--- config.mk ---
export PLATFORM = sky130hd
export DESIGN_NAME = mem_op_engine_flat
export DESIGN_NICKNAME = d
export VERILOG_FILES = /design/src/rtl/mem_op_engine_pkg.sv /design/src/rtl/mem_op_engine_if.sv /design/src/rtl/mem_op_regfile.sv /design/src/rtl/mem_op_engine.sv /design/src/flat_wrapper.sv
export SDC_FILE = /design/constraint.sdc
export NUM_CORES = 1
export LEC_CHECK = 0
export CAP_MARGIN = 0
export CORE_MARGIN = 3
export CORE_UTILIZATION = 30
export CTS_CLUSTER_DIAMETER = 100
export CTS_CLUSTER_SIZE = 14
export DETAILED_ROUTE_END_ITERATION = 10
export PLACE_DENSITY_LB_ADDON = 0.2
export SETUP_SLACK_MARGIN = 0.02
export SYNTH_ARGS = -nofsm -noshare
export SYNTH_HDL_FRONTEND = slang
export SYNTH_SLANG_ARGS = --single-unit
--- constraint.sdc ---
create_clock -name clk -period 4.5 [get_ports clk]
set_input_delay 1.125 -clock clk [delete_from_list [all_inputs] [get_ports clk]]
set_output_delay 1.125 -clock clk [all_outputs]
set_load 0.02 [all_outputs]
--- src/rtl/mem_op_engine_pkg.sv ---
// Shared types and default sizes for the memory-operand logic/arith engine.
package mem_op_engine_pkg;

  localparam int DW_DEFAULT = 32;
  localparam int AW_DEFAULT = 3;

  typedef enum logic [1:0] {
    OP_AND = 2'b00,
    OP_OR  = 2'b01,
    OP_XOR = 2'b10,
    OP_ADD = 2'b11
  } op_e;

  typedef enum logic [2:0] {
    IDLE,
    RD_A,
    RD_B,
    EXEC,
    WB
  } state_e;

endpackage

--- src/rtl/mem_op_engine_if.sv ---
// Host-side bundle for mem_op_engine: operation request, host write/read port and status.
interface mem_op_engine_if
  import mem_op_engine_pkg::*;
#(
  parameter int DW = DW_DEFAULT,
  parameter int AW = AW_DEFAULT
);

  logic          start;
  logic [1:0]    op;
  logic [AW-1:0] a_addr;
  logic [AW-1:0] b_addr;
  logic [AW-1:0] c_addr;
  logic          wr_en;
  logic [AW-1:0] wr_addr;
  logic [DW-1:0] wr_data;
  logic [AW-1:0] rd_addr;
  logic [DW-1:0] rd_data;
  logic          busy;
  logic          done;
  logic [DW-1:0] result;
  logic          carry;
  logic          err;

  modport master (
    output start, op, a_addr, b_addr, c_addr, wr_en, wr_addr, wr_data, rd_addr,
    input  rd_data, busy, done, result, carry, err
  );

  modport slave (
    input  start, op, a_addr, b_addr, c_addr, wr_en, wr_addr, wr_data, rd_addr,
    output rd_data, busy, done, result, carry, err
  );

endinterface

--- src/rtl/mem_op_regfile.sv ---
// 2^AW x DW register file: one write port, one engine read port, one host read port.
module mem_op_regfile
  import mem_op_engine_pkg::*;
#(
  parameter int DW = DW_DEFAULT,
  parameter int AW = AW_DEFAULT
) (
  input  logic          clk,
  input  logic          rst,
  input  logic          we,
  input  logic [AW-1:0] waddr,
  input  logic [DW-1:0] wdata,
  input  logic [AW-1:0] raddr,
  output logic [DW-1:0] rdata,
  input  logic [AW-1:0] host_raddr,
  output logic [DW-1:0] host_rdata
);

  localparam int DEPTH = 2 ** AW;

  logic [DW-1:0] mem [DEPTH];

  // Reset clears every word and wins over any write in the same cycle.
  always_ff @(posedge clk) begin
    if (rst) begin
      for (int i = 0; i < DEPTH; i++) mem[i] <= '0;
    end else if (we) begin
      mem[waddr] <= wdata;
    end
  end

  assign rdata      = mem[raddr];
  assign host_rdata = mem[host_raddr];

endmodule

--- src/rtl/mem_op_engine.sv ---
// Two-operand memory engine: reads mem[a], mem[b], applies AND/OR/XOR(/ADD), writes mem[c].
// ADD is available only when MEM_OP_ENGINE_ARITH_EN is defined; otherwise op=11 is rejected with err.
module mem_op_engine
  import mem_op_engine_pkg::*;
#(
  parameter int DW = DW_DEFAULT,
  parameter int AW = AW_DEFAULT
) (
  input  logic             clk,
  input  logic             rst,
  mem_op_engine_if.slave   bus
);

  state_e        state_q, state_d;
  op_e           op_q;
  logic [AW-1:0] a_q, b_q, c_q;

  logic [DW-1:0] opa_p1, opb_p2, res_p3;
  logic          carry_p3, err_p3;

  logic [DW-1:0] result_q;
  logic          carry_q, done_q, err_q;

  logic          rf_we;
  logic [AW-1:0] rf_waddr, rf_raddr;
  logic [DW-1:0] rf_wdata, rf_rdata;

  // Packs {err, carry, value}.
  function automatic logic [DW+1:0] alu(input op_e op, input logic [DW-1:0] a, input logic [DW-1:0] b);
`ifdef MEM_OP_ENGINE_ARITH_EN
    logic [DW:0] sum;
    sum = {1'b0, a} + {1'b0, b};
`endif
    case (op)
      OP_AND:  return {2'b00, a & b};
      OP_OR:   return {2'b00, a | b};
      OP_XOR:  return {2'b00, a ^ b};
`ifdef MEM_OP_ENGINE_ARITH_EN
      default: return {1'b0, sum};
`else
      default: return {2'b10, {DW{1'b0}}};
`endif
    endcase
  endfunction

  mem_op_regfile #(.DW(DW), .AW(AW)) u_regfile (
    .clk        (clk),
    .rst        (rst),
    .we         (rf_we),
    .waddr      (rf_waddr),
    .wdata      (rf_wdata),
    .raddr      (rf_raddr),
    .rdata      (rf_rdata),
    .host_raddr (bus.rd_addr),
    .host_rdata (bus.rd_data)
  );

  always_ff @(posedge clk) begin
    if (rst) state_q <= IDLE;
    else     state_q <= state_d;
  end

  // Host writes share the single write port with writeback; they only get it in IDLE.
  always_comb begin
    state_d  = state_q;
    rf_we    = 1'b0;
    rf_waddr = bus.wr_addr;
    rf_wdata = bus.wr_data;
    rf_raddr = a_q;
    case (state_q)
      IDLE: begin
        rf_we = bus.wr_en;
        if (bus.start) state_d = RD_A;
      end
      RD_A: state_d = RD_B;
      RD_B: begin
        rf_raddr = b_q;
        state_d  = EXEC;
      end
      EXEC: state_d = WB;
      WB: begin
        rf_we    = ~err_p3;
        rf_waddr = c_q;
        rf_wdata = res_p3;
        state_d  = IDLE;
      end
      default: state_d = IDLE;
    endcase
  end

  // p0: request capture
  always_ff @(posedge clk) begin
    if (state_q == IDLE && bus.start) begin
      op_q <= op_e'(bus.op);
      a_q  <= bus.a_addr;
      b_q  <= bus.b_addr;
      c_q  <= bus.c_addr;
    end
    // p1/p2: operand reads through the shared read port
    if (state_q == RD_A) opa_p1 <= rf_rdata;
    if (state_q == RD_B) opb_p2 <= rf_rdata;
    // p3: execute
    if (state_q == EXEC) {err_p3, carry_p3, res_p3} <= alu(op_q, opa_p1, opb_p2);
  end

  // Status/result registers, updated at the end of WB. A rejected op keeps the old result.
  always_ff @(posedge clk) begin
    if (rst) begin
      result_q <= '0;
      carry_q  <= 1'b0;
      done_q   <= 1'b0;
      err_q    <= 1'b0;
    end else begin
      done_q <= (state_q == WB);
      err_q  <= (state_q == WB) && err_p3;
      if (state_q == WB) begin
        carry_q <= carry_p3;
        if (!err_p3) result_q <= res_p3;
      end
    end
  end

  assign bus.busy   = (state_q != IDLE);
  assign bus.done   = done_q;
  assign bus.result = result_q;
  assign bus.carry  = carry_q;
  assign bus.err    = err_q;

endmodule

--- src/flat_wrapper.sv ---
// flat-port wrapper written by rule: the top's interface ports become plain ports
module mem_op_engine_flat import mem_op_engine_pkg::*;
#(
  parameter int DW = DW_DEFAULT,
  parameter int AW = AW_DEFAULT
)
  (clk, rst, bus_start, bus_op, bus_a_addr, bus_b_addr, bus_c_addr, bus_wr_en, bus_wr_addr, bus_wr_data, bus_rd_addr, bus_rd_data, bus_busy, bus_done, bus_result, bus_carry, bus_err);
  mem_op_engine_if #(.DW(DW), .AW(AW)) bus_i ();
  input  logic clk;
  input  logic rst;
  input wire logic [$bits(bus_i.start)-1:0] bus_start;
  input wire logic [$bits(bus_i.op)-1:0] bus_op;
  input wire logic [$bits(bus_i.a_addr)-1:0] bus_a_addr;
  input wire logic [$bits(bus_i.b_addr)-1:0] bus_b_addr;
  input wire logic [$bits(bus_i.c_addr)-1:0] bus_c_addr;
  input wire logic [$bits(bus_i.wr_en)-1:0] bus_wr_en;
  input wire logic [$bits(bus_i.wr_addr)-1:0] bus_wr_addr;
  input wire logic [$bits(bus_i.wr_data)-1:0] bus_wr_data;
  input wire logic [$bits(bus_i.rd_addr)-1:0] bus_rd_addr;
  output wire logic [$bits(bus_i.rd_data)-1:0] bus_rd_data;
  output wire logic [$bits(bus_i.busy)-1:0] bus_busy;
  output wire logic [$bits(bus_i.done)-1:0] bus_done;
  output wire logic [$bits(bus_i.result)-1:0] bus_result;
  output wire logic [$bits(bus_i.carry)-1:0] bus_carry;
  output wire logic [$bits(bus_i.err)-1:0] bus_err;
  assign bus_i.start = bus_start;
  assign bus_i.op = bus_op;
  assign bus_i.a_addr = bus_a_addr;
  assign bus_i.b_addr = bus_b_addr;
  assign bus_i.c_addr = bus_c_addr;
  assign bus_i.wr_en = bus_wr_en;
  assign bus_i.wr_addr = bus_wr_addr;
  assign bus_i.wr_data = bus_wr_data;
  assign bus_i.rd_addr = bus_rd_addr;
  assign bus_rd_data = bus_i.rd_data;
  assign bus_busy = bus_i.busy;
  assign bus_done = bus_i.done;
  assign bus_result = bus_i.result;
  assign bus_carry = bus_i.carry;
  assign bus_err = bus_i.err;
  mem_op_engine #(.DW(DW), .AW(AW)) u_core (.clk(clk), .rst(rst), .bus(bus_i));
endmodule
==> After elaboration in Yosys (flattened, before gate mapping) <==
Memory sizes are Yosys's and may differ from the RTL's.
Cells that the tools add are included.
{ "totals": {"ff_bits": 147, "ramBits": 256, "input_bits": 53, "wordCells": 48, "memories": 1} }
{ "mem_list": {"columns": ["memory", "words", "width", "rd", "rd_clocked_by_memory_dff", "write_ports", "line", "rtl"], "rows": [
  ["u_core.u_regfile.mem", 8, 32, 2, 0, 8, "mem_op_regfile.sv:21", "logic [DW-1:0] mem [DEPTH];"]
]} }
{ "op_classes": {"eq_ne": 7, "n_mux": 15, "bitwise": 4, "reduce_logical": 7} }
{ "ops": {"columns": ["cell", "n"], "rows": [
  ["$pmux 34 s3", 1],
  ["$mux 32", 2],
  ["$and 32x32->32", 1],
  ["$or 32x32->32", 1],
  ["$reduce_or 32->1", 1],
  ["$xor 32x32->32", 1],
  ["$mux 3", 4],
  ["$pmux 3 s4", 1],
  ["$eq 3x2->1 const B", 2],
  ["$mux 1", 6],
  ["$eq 3x1->1 const B", 1],
  ["$eq 3x3->1 const B", 1],
  ["$logic_not 3->1", 1],
  ["$reduce_bool 3->1", 1],
  ["$eq 2x1->1 const B", 1],
  ["$eq 2x2->1 const B", 1],
  ["$logic_and 1x1->1", 2],
  ["$logic_not 2->1", 1],
  ["$ne 2x2->1 const B", 1],
  ["$pmux 1 s2", 1],
  ["$reduce_and 2->1", 1],
  ["$not 1->1", 1]
]} }

==> Logic depth before layout (Yosys ltp) <==
{ "logic_depth": {"word_depth": 7, "ltp_mapped": 9, "depth_no_buf": 5} }

==> Hierarchy <==
Synthesis repeated with hierarchy kept, for this count alone.
{ "unflattened": {"hier_cells": 1363, "area_unflattened_um2": 20802.5} }
{ "modules_own_cells": {"columns": ["mod", "n_inst", "cells_each", "area_per_inst_um2", "seq_area_each_um2"], "rows": [
  ["mem_op_regfile", 1, 843, 13790.7, 7687.4],
  ["mem_op_engine", 1, 520, 7011.7, 3983.8]
]} }

==> Least setup slack after synthesis <==
Ideal clock, no wire load.
{ "synth_timing": {"kind": "input to output", "startpoint": "input bus_rd_addr[1]", "endpoint": "output bus_rd_data[0]", "arrival_time_ns": 2.758, "required_ns": 3.375, "slack_ns": 0.617, "path_stages": 4, "path_cell_list": "buf_2 -> buf_1 -> mux4_2 -> mux2_2"} }
{ "synth_between": {"elab_chain_len": 1} }
{ "synth_rtl": {"columns": ["element", "line", "rtl"], "rows": [
  ["start: declaration", "flat_wrapper.sv:19", "input wire logic [$bits(bus_i.rd_addr)-1:0] bus_rd_addr;"],
  ["$mem_v2 8x32", null, null],
  ["end: declaration", "flat_wrapper.sv:20", "output wire logic [$bits(bus_i.rd_data)-1:0] bus_rd_data;"]
]} }
Every way passes these cells.

==> Worst setup path after layout <==
{ "layout_timing": {"startpoint": "input bus_rd_addr[1]", "endpoint": "output bus_rd_data[21]"} }
The elaborated chain is that of the path after synthesis.

==> results.ini <==
[yosys]
avgSynthCellArea_um2=13.2
synth_nets=1605
synth_area_leaders=edfxtp_1 56%, mux4_2 7.3%, mux2_2 5.6%, mux2i_1 5.4%, nor2_1 5.0%
yosysWarnings=0
synth_common_cells=364 x edfxtp_1, 262 x nor2_1, 131 x nand2_1
syn_area_um2=19700
synthArstFlopShare=0
yosys.area.top_type=edfxtp_1
synth_most_common_cell=edfxtp_1
synth-edff-count=364
ys_seq_elements=401
yosysTopAreaCellShare=0.556
ys.flop_type=edfxtp_1
post_synth_inst_count=1488
yosysSeqAreaShare=0.594
yosysUniqueCellTypes=32

[worst_setup_path]
reg2reg_depth=6
cp-start-kind=input pin
max_stage_delay_ps=570
crit_chain=buf_4 > buf_12 > mux4_2 > mux2_2 > clkdlybuf4s50_1
path_buf_inv=3
crit_path_end_kind=output pin
crit_cells=5
criticalPathCategory=input pin to output pin
crit_fanout=37
required_ps=3380
cp_slowest_cell=clkdlybuf4s50_1
cp_data_arrival_time_ps=3050
path_delay_family=buffers and inverters

[clock_tree]
hold_buffers=0
cts_setup_buffers=0
cts_tree=done
cts-root-buf=clkbuf_16
cts.sinks=401
cts.repair.resized=0
clockBufferDepth=3
numCtsBuffers=34
clock_latency_ps=550
clk_pin_slew_ps=70
h-tree-depth=2

[placed_design]
gp_congestion=0.765
placement.io_buffers=119
place_hpwl_um=36300

[drt]
remaining_drc_errors=0
viasPerCell=5.01
vias=12369
dr.pass1.iters=7
post_drt_wl_per_cell_um=23.9
wl_um=58900
ant_nets=0
drt_iter0_markers=949

[timing]
period_needed_ps=4170
hold_violations=0
setup_viol=0
slew_viol_final=0
finalSetupTns_ps=0
rsz0062_at_grt=false
finalCritPeriodShare=0.927
timing.fmax_mhz=240
skew_ps=20.0
maxSlewHeadroom=0.249
tightest_slew_ps=1100

[layout]
antennaDiodeCount=0
area_growth_pct=17.0
drive_gt1_frac=0.186
nets=1706

[grt]
grt_pass1_wl_um=85400
grt_start_max_net_pins=49
grt_pass1_vias=12584
grt_overflow=0
antenna_found_initial=1
track_usage=0.171

[pwr]
power.density_nw_per_um2=379
total_leakage_power_nw=8.25
vdd_ir_drop_max_uv=214
p_total_mw=8.72

[die]
die_x_um=262
start_util=0.304
rows=93
die_h_um=262
die-area_um2=68600
ios=121
core_region_area_um2=64700

[flow_run]
cap_violations=0

[worst_hold_path]
hold_class=flip-flop to flip-flop
hold_path_depth=2

[status]
outcome=finished clean

routing by layer:
layer	track usage	vias to the layer above	wire length (um)
li1	-	5621	-
met1	0.233	6334	26300
met2	0.287	347	28300
met3	0.0288	65	3030
met4	0.0401	2	1170
met5	0	-	17
per-stage QoR:
stage / area, um2 / std cells / utilization / hold WS, ps / worst slack, ps
2_1_floorplan: 19700 / 1488 / - / 497 / 617
3_3_place_gp: 22000 / 2408 / 0.340 / 445 / 333
3_5_place_dp: 22000 / 2408 / 0.340 / 449 / 311
4_1_cts: 23000 / 2468 / 0.356 / 459 / 298
5_1_grt: 23000 / 2468 / 0.356 / 474 / 264
6_report: 23000 / 2468 / 0.356 / 455 / 330
sequential cells by signal, indices dropped and copies added, names as in the netlist:
register / cells
u_core.u_regfile.mem: 256
u_core.bus.result: 32
u_core.opa_p1: 32
u_core.opb_p2: 32
u_core.res_p3: 32
u_core.a_q: 3
u_core.b_q: 3
u_core.c_q: 3
u_core.state_q: 3
u_core.op_q: 2
u_core.bus.done: 1
u_core.bus.err: 1
u_core.err_p3: 1
placed cells by master, fill, tap and decap left out, drive strengths merged, types with 2 or more instances in the layout:
cell type and n:
nand2 131, a221oi 32, clkdlybuf4s50 115, o21ai 60, nor2b 8, o22ai 32
inv 72, mux2i 107, nand2b 9, buf 53, mux2 97, ha 64
edfxtp 364, dfxtp 37, mux4 64, and2 2, nand3 2, a21oi 32
nor3b 2, nor3 2, clkbuf 58, nor2 262
path summary, 6_finish.rpt:
| path | slack [ps] | from | to |
|---|---|---|---|
| hold reg to reg | 460 | u_core.bus.result[13] | u_core.bus.result[13] |
| setup reg to reg | 1140 | u_core.state_q[1] | u_core.opa_p1[13] |
| setup / recovery | 330 | bus_rd_addr[1] | bus_rd_data[21] |
| hold / removal | 460 | u_core.bus.result[13] | u_core.bus.result[13] |
report_power, final:
part | internal, mW | total (mW) | leakage (nW) | switching, mW
registers | 4.32 | 4.42 | 3.95 | 0.106
logic | 0.572 | 1.40 | 3.83 | 0.831
clock network | 1.52 | 2.89 | 0.477 | 1.37
total | 6.41 | 8.72 | 8.25 | 2.31
cells by family after synthesis:
kind of cell / synth area share
AOI/OAI and AO/OA: 0.0580
xor gates and xnor gates: 0.000446
adders and majority gates: 0.0407
buffers and inverters: 0.0389
DFF: 0.594
muxes: 0.183
other: 0.000191
and+or+nand+nor: 0.0847
worst reg2reg max path, stage by stage, from the launching register on:
cell and delay [ps]:
dfxtp_1 510, or3b_1 650, mux2i_4 750, buf_12 380
mux2_2 440, o22ai_1 220, a221oi_2 90
final cells by class:
type | instances | area [um2]
Fill cell | 6293 | 41700
Sequential cell | 401 | 11700
Multi-Input combinational cell | 913 | 7300
Timing Repair Buffer | 168 | 1700
Tap cell | 855 | 1070
Clock buffer | 58 | 962
Inverter | 71 | 267
Clock inverter | 2 | 38.8
Power figures use the tool's default switching activity.
==> variant: new RTL, config.mk and constraints unchanged <==
Add a define of `MEM_OP_ENGINE_ARITH_EN`.
--- a/src/rtl/mem_op_engine.sv
+++ b/src/rtl/mem_op_engine.sv
@@ -1,5 +1,7 @@
 // Two-operand memory engine: reads mem[a], mem[b], applies AND/OR/XOR(/ADD), writes mem[c].
 // ADD is available only when MEM_OP_ENGINE_ARITH_EN is defined; otherwise op=11 is rejected with err.
+`define MEM_OP_ENGINE_ARITH_EN
+
 module mem_op_engine
   import mem_op_engine_pkg::*;
 #(
Check against the original RTL: not equivalent (Yosys sat finds a counterexample within 10 cycles, from zero or initial values and one cycle with rst high).
==> variant against the unedited design <==
Register-to-register slack worse by 0.32 ns; global-route usage is 0.26 points higher; non-clock buffer count unchanged; maximum frequency down 0.84%; routed wire length rose by 7.1%; cell area grew 4.7%; hold slack worse by 0.0015 ns; synthesized area grew 5.3%; sequential cell count is the same; total power grew 3.8%; clock skew up 0.0029 ns; worst setup slack got worse by 0.035 ns; sequential power is essentially flat; largest power group unchanged.
==> variant: results (changes against the unedited design) <==
clock.fmax_mhz: 238  # was 240 MHz
worstReg2RegStart: "u_core.opb_p2[0]$_DFFE_PP_"  # was u_core.state_q[1]$_SDFFE_PP0P_
cp-endpoint: "bus_rd_data[20]"  # was bus_rd_data[21]
syn_nets: 1715  # was 1605
routed.top_layer: "met4"  # was met5
outcome: "finished clean"  # unchanged
synth_xor_area_frac: 0.0110  # was 0.000445
cp_data_arrival_time_ns: 3.08  # was 3.05 ns
largest_register_ffs: 256  # unchanged
reg2regPathDepth: 10  # was 6
worst_skew_pair.late_latency_ns: 0.56
grt_pass1_wl_mm: 92.3  # was 85.4 mm
synthAdderAreaFrac: 0.0397  # was 0.0407
cpPeakStageDelay_ns: 0.55  # was 0.57 ns
holdPathEnd: "u_core.bus.result[9]$_SDFFE_PP0P_"  # was u_core.bus.result[13]$_SDFFE_PP0N_
grt_start_max_net_pins: 65  # was 49
slew_headroom: 0.285  # was 0.249
yosys-top-cells-area: "edfxtp_1, mux4_2, nor2_1"  # was edfxtp_1, mux4_2, mux2_2
grt_pass1_vias: 13700  # was 12.6k
r2r-end: "u_core.res_p3[26]$_DFFE_PP_"  # was u_core.opa_p1[13]$_DFFE_PP_
pre_cts_ws_ns: 0.275  # was 0.311 ns
routedWlPerCell_um: 24.4  # was 23.9 um
cp-startpoint: "bus_rd_addr[0]"  # was bus_rd_addr[1]
met3_wirelength_mm: 4.55  # was 3.03 mm
muxShareOfSynthArea: 0.185  # was 0.183
whs_ns: 0.454  # was 0.455 ns
min_from: "u_core.bus.result[9]$_SDFFE_PP0P_"  # was u_core.bus.result[13]$_SDFFE_PP0N_
r2r_setup_slack_ns: 0.82  # was 1.14 ns
p_leak_nw: 8.64  # was 8.25 nW
p_int_w: 0.00655  # was 0.00641 W
gp_congestion: 0.837  # was 0.765
wl_met1_mm: 27.6  # was 26.3 mm
ys_seq_area_frac: 0.564  # was 0.594
grt.total_usage: 0.174  # was 0.171
antenna_found_initial: 3  # was 1
fin_skew_ns: 0.0229  # was 0.0200 ns
synth_edf_count: 364  # unchanged
drive_gt1_frac: 0.181  # was 0.186
via_per_inst: 5.22  # was 5.01
nets: 1821  # was 1706
dp_hpwl_mm: 41.6  # was 36.3 mm
cts_buffers: 35  # was 34
dr_wl_met2_mm: 29.9  # was 28.3 mm
peakVddDrop_uv: 200  # was 214 uV
dr.pass1.iters: 5  # was 7
synth-compound-area-share: 0.0649  # was 0.0580
path_max_fanout: 21  # was 37
drt-initial-drc-count: 1195  # was 949
synth-warning-count: 0  # unchanged
port_buffers: 119  # unchanged
synth_common_cells: "edfxtp_1, nor2_1, nand2_1"  # unchanged
ys_types: 63  # was 32
## variant: stage by stage
stage	std cells	total power, W	area, um^2
floorplan	1597	0.00564	20700
global placement	2539	0.00627	23100
detailed placement	2539	0.00629	23100
CTS	2588	0.00917	24100
global route	2588	0.00943	24100
finish	2588	0.00905	24100
## variant: routing by layer
layer / GRT usage / vias up
li1: - / 6059
met1: 0.239 / 6930
met2: 0.286 / 447
met3: 0.0355 / 61
met4: 0.0362 / 0
met5: 0 / -
## variant: power groups by stage
stage               Clock, W  Sequential (W)  Combinational [W]
floorplan                  0         0.00446            0.00117
global placement           0         0.00451            0.00177
detailed placement         0         0.00451            0.00178
CTS                  0.00294         0.00443            0.00180
global route         0.00306         0.00445            0.00192
finish               0.00285         0.00443            0.00177
## variant: final cells by class
cell class / count / area (um^2)
fill: 6512 / 43700
sequential: 401 / 11700
multi-input combinational: 1019 / 8350
timing repair buffer: 168 / 1700
tap: 873 / 1090
clock buffer: 43 / 927
inverter: 78 / 293
clock inverter: 6 / 51.3
